File: config.mk
export PLATFORM = sky130hd
export DESIGN_NAME = fp_result_collector
export DESIGN_NICKNAME = d
export VERILOG_FILES = /design/src/rtl/fp_result_collector.sv
export SDC_FILE = /design/constraint.sdc
export NUM_CORES = 1
export LEC_CHECK = 0
export CORE_ASPECT_RATIO = 0.6
export CORE_UTILIZATION = 50
export CTS_BUF_LIST = sky130_fd_sc_hd__clkbuf_8
export CTS_CLUSTER_SIZE = 8
export DETAILED_ROUTE_END_ITERATION = 8
export HOLD_SLACK_MARGIN = 0.1
export PLACE_DENSITY = 0.71
export SLEW_MARGIN = 15
export SYNTH_ARGS = -nofsm -noshare
export SYNTH_HDL_FRONTEND = slang
export SYNTH_SLANG_ARGS = --single-unit
File: constraint.sdc
create_clock -name clk -period 4.1 [get_ports clk]
set_clock_uncertainty 0.05 [all_clocks]
set_input_delay 0.41 -clock clk [delete_from_list [all_inputs] [get_ports clk]]
set_output_delay 0.41 -clock clk [all_outputs]
set_load 0.1 [all_outputs]
File: src/rtl/fp_result_collector.sv
// Result collector behind the FP mul/div unit: buffers {sel, flags, R} in a small FIFO
// for a valid/ready consumer, and keeps sticky exception status plus a drop counter.
module fp_result_collector #(
  parameter int DEPTH = 4,
  parameter int CW    = $clog2(DEPTH + 1)
) (
  input  logic          clk,
  input  logic          arst,
  input  logic          in_valid,
  input  logic [31:0]   R,
  input  logic          sel,
  input  logic          io_flag,
  input  logic          dz_flag,
  input  logic          of_flag,
  input  logic          uf_flag,
  input  logic          i_flag,
  output logic          out_valid,
  input  logic          out_ready,
  output logic [31:0]   out_data,
  output logic [4:0]    out_flags,
  output logic          out_sel,
  output logic [CW-1:0] fifo_count,
  output logic [4:0]    sticky_flags,
  input  logic          sticky_clr,
  output logic [7:0]    drop_cnt,
  output logic          overflow_err
);

  localparam int AW = (DEPTH > 1) ? $clog2(DEPTH) : 1;

  logic [37:0]   mem [DEPTH];
  logic [AW-1:0] wr_ptr;
  logic [AW-1:0] rd_ptr;
  logic [4:0]    in_flags;
  logic [37:0]   head;
  logic          full;
  logic          pop;
  logic          push;
  logic          drop;

  assign in_flags = {io_flag, dz_flag, of_flag, uf_flag, i_flag};
  assign full     = (fifo_count == CW'(DEPTH));
  assign out_valid = (fifo_count != '0);
  assign pop      = out_valid & out_ready;
  assign push     = in_valid & (~full | pop);
  assign drop     = in_valid & ~push;

  // Head is masked while empty so stale storage never leaks onto the outputs.
  assign head      = out_valid ? mem[rd_ptr] : '0;
  assign out_data  = head[31:0];
  assign out_flags = head[36:32];
  assign out_sel   = head[37];

  always_ff @(posedge clk) begin
    if (push) mem[wr_ptr] <= {sel, in_flags, R};
  end

  always_ff @(posedge clk or posedge arst) begin
    if (arst) begin
      wr_ptr       <= '0;
      rd_ptr       <= '0;
      fifo_count   <= '0;
      sticky_flags <= '0;
      drop_cnt     <= '0;
      overflow_err <= 1'b0;
    end else begin
      if (push) wr_ptr <= wr_ptr + AW'(1);
      if (pop)  rd_ptr <= rd_ptr + AW'(1);
      if (push && !pop)      fifo_count <= fifo_count + CW'(1);
      else if (pop && !push) fifo_count <= fifo_count - CW'(1);

      // New flags survive a coincident clear.
      sticky_flags <= (sticky_clr ? 5'b0 : sticky_flags) | (in_valid ? in_flags : 5'b0);

      if (sticky_clr)                    drop_cnt <= drop ? 8'd1 : 8'd0;
      else if (drop && drop_cnt != 8'hFF) drop_cnt <= drop_cnt + 8'd1;

      overflow_err <= drop;
    end
  end

endmodule
# After elaboration in Yosys (flattened, before gate mapping)
# Memories as Yosys holds them, arrays and structs flattened.
# Cells that the tools add are included.
dict set report totals {
  reg_bits 21
  latchBits 0
  ramBits 152
  rom_bits 0
  inputBits 43
  output_inout_bits 56
  wordCells 39
  n_memories 1
}
# memory depth width read_ports rd_clocked_by_memory_dff wr line
set mem_list {}
lappend mem_list {mem 4 38 1 0 1 31} ;# logic [37:0] mem [DEPTH];
dict set report op_classes {
  add_sub_neg 5
  mul 0
  div 0
  order_cmp 0
  n_eq_ne 2
  shift 0
  mux 10
  bitwise_logic 7
  reduce_logical 8
}
# cell n
set op_table {}
lappend op_table {{$mux 38} 1}
lappend op_table {{$mux 8} 2}
lappend op_table {{$mux 5} 2}
lappend op_table {{$add 8x1->8 const B} 1}
lappend op_table {{$ne 8x8->1 const B} 1}
lappend op_table {{$mux 3} 2}
lappend op_table {{$or 5x5->5} 1}
lappend op_table {{$add 2x1->2 const B} 2}
lappend op_table {{$reduce_bool 2->1} 2}
lappend op_table {{$add 3x1->3 const B} 1}
lappend op_table {{$and 1x1->1} 3}
lappend op_table {{$eq 3x3->1 const B} 1}
lappend op_table {{$logic_and 1x1->1} 3}
lappend op_table {{$mux 1} 3}
lappend op_table {{$reduce_bool 3->1} 1}
lappend op_table {{$sub 3x1->3 const B} 1}
lappend op_table {{$logic_not 1->1} 2}
lappend op_table {{$not 1->1} 2}
lappend op_table {{$or 1x1->1} 1}

# Longest topological paths before layout
dict set report logic_depth {
  ltp_word 9
  ltp_mapped 9
  depth_no_buf 8
}

# Least setup slack after synthesis
# No wires, ideal clock.
dict set report synth_timing {
  path_type {reg2out}
  from {reg fifo_count[0]}
  to {out out_data[28]}
  arrival_time_ns 3.159
  required_time_ns 3.640
  setup_slack_ns 0.481
  stages_incl_launch_ff 4
  path_buffers 1
  path_cell_list {dfrtp_1 > or3_1 > clkbuf_1 > and2_1}
}
dict set report synth_between {
  elab_chain_cells 2
}
# item line
set synth_lines {}
lappend synth_lines {{start: declaration} 22} ;# output logic [CW-1:0] fifo_count,
lappend synth_lines {{start signal: assignment} 69} ;# if (push && !pop) fifo_count <= fifo_count + CW'(1);
lappend synth_lines {{start signal: assignment} 70} ;# else if (pop && !push) fifo_count <= fifo_count - CW'(1);
lappend synth_lines {{$reduce_bool 3->1} 43} ;# assign out_valid = (fifo_count != '0);
lappend synth_lines {{via out_valid} 17} ;# output logic out_valid,
lappend synth_lines {{$mux 38} 49} ;# assign head = out_valid ? mem[rd_ptr] : '0;
lappend synth_lines {{end: declaration} 19} ;# output logic [31:0] out_data,
# The timed path passes the listed nets, and every way through them passes these cells.

# Worst setup path after layout
dict set report layout_timing {
  from {reg rd_ptr[0]}
  to {out out_data[2]}
}
dict set report layout_between {
  elab_chain_cells 2
}
# item line
set layout_lines {}
lappend layout_lines {{start: declaration} 33} ;# logic [AW-1:0] rd_ptr;
lappend layout_lines {{start signal: assignment} 68} ;# if (pop) rd_ptr <= rd_ptr + AW'(1);
lappend layout_lines {{$mem_v2 4x38} --}
lappend layout_lines {{$mux 38} 49}
# No other way between the ends.

==> results.md <==
* DR vias/cell at 5.43
* Synthesized area per cell at 19.7 um^2
* Post-cts sizing count at 0
* FP Rows at 32
* Drt total wl at 12.4 mm
* Mapped Area at 6770 um^2
* Final TNS setup at 0 ns
* Unrepaired setup endpoints after global routing: no
* ANT cells at 0
* Peak Freq at 336 MHz
* Clock transition at path regs at 0.11 ns
* Port bufs at 98
* Clk buf depth at 2
* Slew headroom at 30.0%
* Area of the die at 14,000 um^2
* # nets final at 496
* Core Area at 13,000 um^2
* Crit path time final at 2.98 ns
* GRT overflow at 0
* GRT Total Usage at 19.4%
* Vias in the first global route at 3,580
* Largest net degree at the start of global routing at 42
* Initial antenna violation count at 0
* Area grow syn2layout at 21.3%
* CTS tree: done
* Synth warn at 0
* H-tree levels at 4
* Hold Buf Count CTS at 0
* Vias after detailed routing at 3,418
* Die H at 92.1 um
* CP Class: flop to output pin
* Worst slew pin tran at 1.05 ns
* Layout cell share with drive strength beyond 1 at 25.9%
* Period utilization at 72.7%
* Status: finished with violations
* Max cap viols at 0
* Routability cong. at 0.721
* DRT Pass-1 Iters at 7
* First-pass GRT wire length at 19.9 mm
* Crit path DAT at 2.52 ns
* CTS sink cnt at 173
* Worst-Skew Late Latency at 0.44 ns
* WL per Instance at 19.8 um
* Root Buffer: clkbuf_8
* DR iter-0 viols at 215
* Yosys reg bits at 173
* Die W at 152 um
* Num ports at 99
* Initial Utilization at 52.0%
* Fin. max-slew vios at 0
* Final hold viol count at 0
* Residual DRC at 6
* Tightest Hold Check Type: input port to async pin
* Antenna Nets Post-Route at 0
* Synth Net Count at 393
* Startpoint Class: flop
* Post-CTS Setup Bufs at 0
* WP data required at 3.64 ns
* CTS buffer count at 17
* Post-synthesis cell type count at 27
* Critical Path Fanout Max at 22
* DP HPWL at 7.57 mm
* Failing checks: design-rule violations
* Post-synthesis cell count at 343
* Worst setup EP type: output pin
* # setup viols final at 0
* Register area share after synthesis at 75.2%
## sequential cells by signal, summed over array words and instances, names as in the netlist
register / flops
drop_cnt: 8
fifo_count: 3
mem: 152
overflow_err: 1
rd_ptr: 2
sticky_flags: 5
wr_ptr: 2
## final timing paths
check | startpoint | endpoint | slack (ns) | depth (start not counted)
worst max-delay path | rd_ptr[0] | out_data[2] | 1.12 | 4
worst min-delay path | arst | drop_cnt[2] | 0.38 | 2
worst max register to register | fifo_count[1] | fifo_count[2] | 1.60 | 9
worst min register to register | sticky_flags[3] | sticky_flags[3] | 0.48 | 2
max in group asynchronous | arst | rd_ptr[0] | 3.04 | 2
min in group clk | sticky_flags[3] | sticky_flags[3] | 0.48 | 2
## cell usage in the layout, fill, tap and decap left out
cell type        count
clkinvlp_4           1
and2_1              39
dfrtp_1             19
and2_2               4
ha_1                 6
nand3b_1             1
o311ai_2             1
or3_1                4
o21ai_0              9
mux2i_1              1
clkinv_4             3
fa_1                 1
o211ai_1             1
or4_1                3
clkdlybuf4s50_1     59
nor2_1               2
o31ai_1              3
clkbuf_8            17
nand2_1             11
edfxtp_1           152
mux2_2               1
nand4_1              1
buf_4               40
mux4_2              38
and2b_1              1
dfrtp_2              2
inv_1               11
inv_6                5
xnor2_1              4
a21oi_1              6
xor2_1               2
nand3_1              4
buf_12               1
clkinv_8             1
inv_8                4
nor4b_4              1
## final cells by class
cell class | count | area [um^2]
fillers | 904 | 4800
repair buffers | 100 | 911
clock inverters | 15 | 143
well taps | 170 | 213
clock buffers | 17 | 234
inverters | 10 | 37.5
multi-input cells | 144 | 1580
flip-flops and latches | 173 | 5090
## metal layers
metal | part of all wire (%) | global-route usage [%] | vias up
li1 | - | - | 1553
met1 | 48 | 28.6 | 1760
met2 | 46 | 28.7 | 98
met3 | 5.4 | 4.49 | 7
met4 | 0.72 | 6.80 | 0
met5 | 0 | 0 | -
## metrics by stage
step,utilization [%],cell area [um^2],hold WS (ns),cells,worst slack (ns)
global route,63.1,8210,0.433,629,0.938
floorplan,-,6770,0.337,343,0.481
finish,63.1,8210,0.385,629,1.12
global placement,60.2,7840,0.461,597,1.39
detailed placement,60.2,7840,0.466,597,1.31
CTS,63.1,8210,0.388,629,1.04
## logic make-up (layout without fill, tap and decap cells)
| logic type | count (synthesis) | count (layout) | share of synthesized area (%) |
|---|---|---|---|
| DFF | 173 | 173 | 75.2 |
| and+or+nand+nor | 71 | 71 | 6.36 |
| muxes | 40 | 40 | 13.0 |
| buffers and inverters | 26 | 142 | 1.55 |
| AOI/OAI and AO/OA | 20 | 20 | 1.79 |
| adders and majority gates | 7 | 7 | 1.40 |
| xor gates and xnor gates | 6 | 6 | 0.776 |
## Yosys cell counts
library cell / number / area (um^2)
mux2_2: 1 / 11.3
and2b_1: 1 / 7.51
edfxtp_1: 152 / 4560
buf_2: 6 / 30.0
mux2i_1: 1 / 10.0
or3_1: 4 / 25.0
xnor2_1: 4 / 35.0
clkbuf_1: 10 / 37.5
mux4_2: 38 / 856
ha_1: 6 / 75.1
nand3_1: 4 / 20.0
o31ai_1: 3 / 22.5
o21ai_0: 9 / 45.0
nand2_1: 11 / 41.3
nand3b_1: 1 / 7.51
inv_1: 10 / 37.5
o211ai_1: 1 / 7.51
a21oi_1: 6 / 30.0
or4_1: 3 / 22.5
nand4_1: 1 / 6.26
xor2_1: 2 / 17.5
dfrtp_1: 21 / 526
nor2_1: 2 / 7.51
o311ai_2: 1 / 16.3
nor4b_4: 1 / 23.8
and2_1: 43 / 269
fa_1: 1 / 20.0
## worst max-delay path, cell delays in order (launching register included)
cell	delay [ns]
dfrtp_2	0.80
buf_12	0.30
mux4_2	0.51
and2_1	0.20
buf_4	0.24
Power is not shown: default switching activity piles up to over one toggle a cycle in this logic, so the estimate is an artifact.
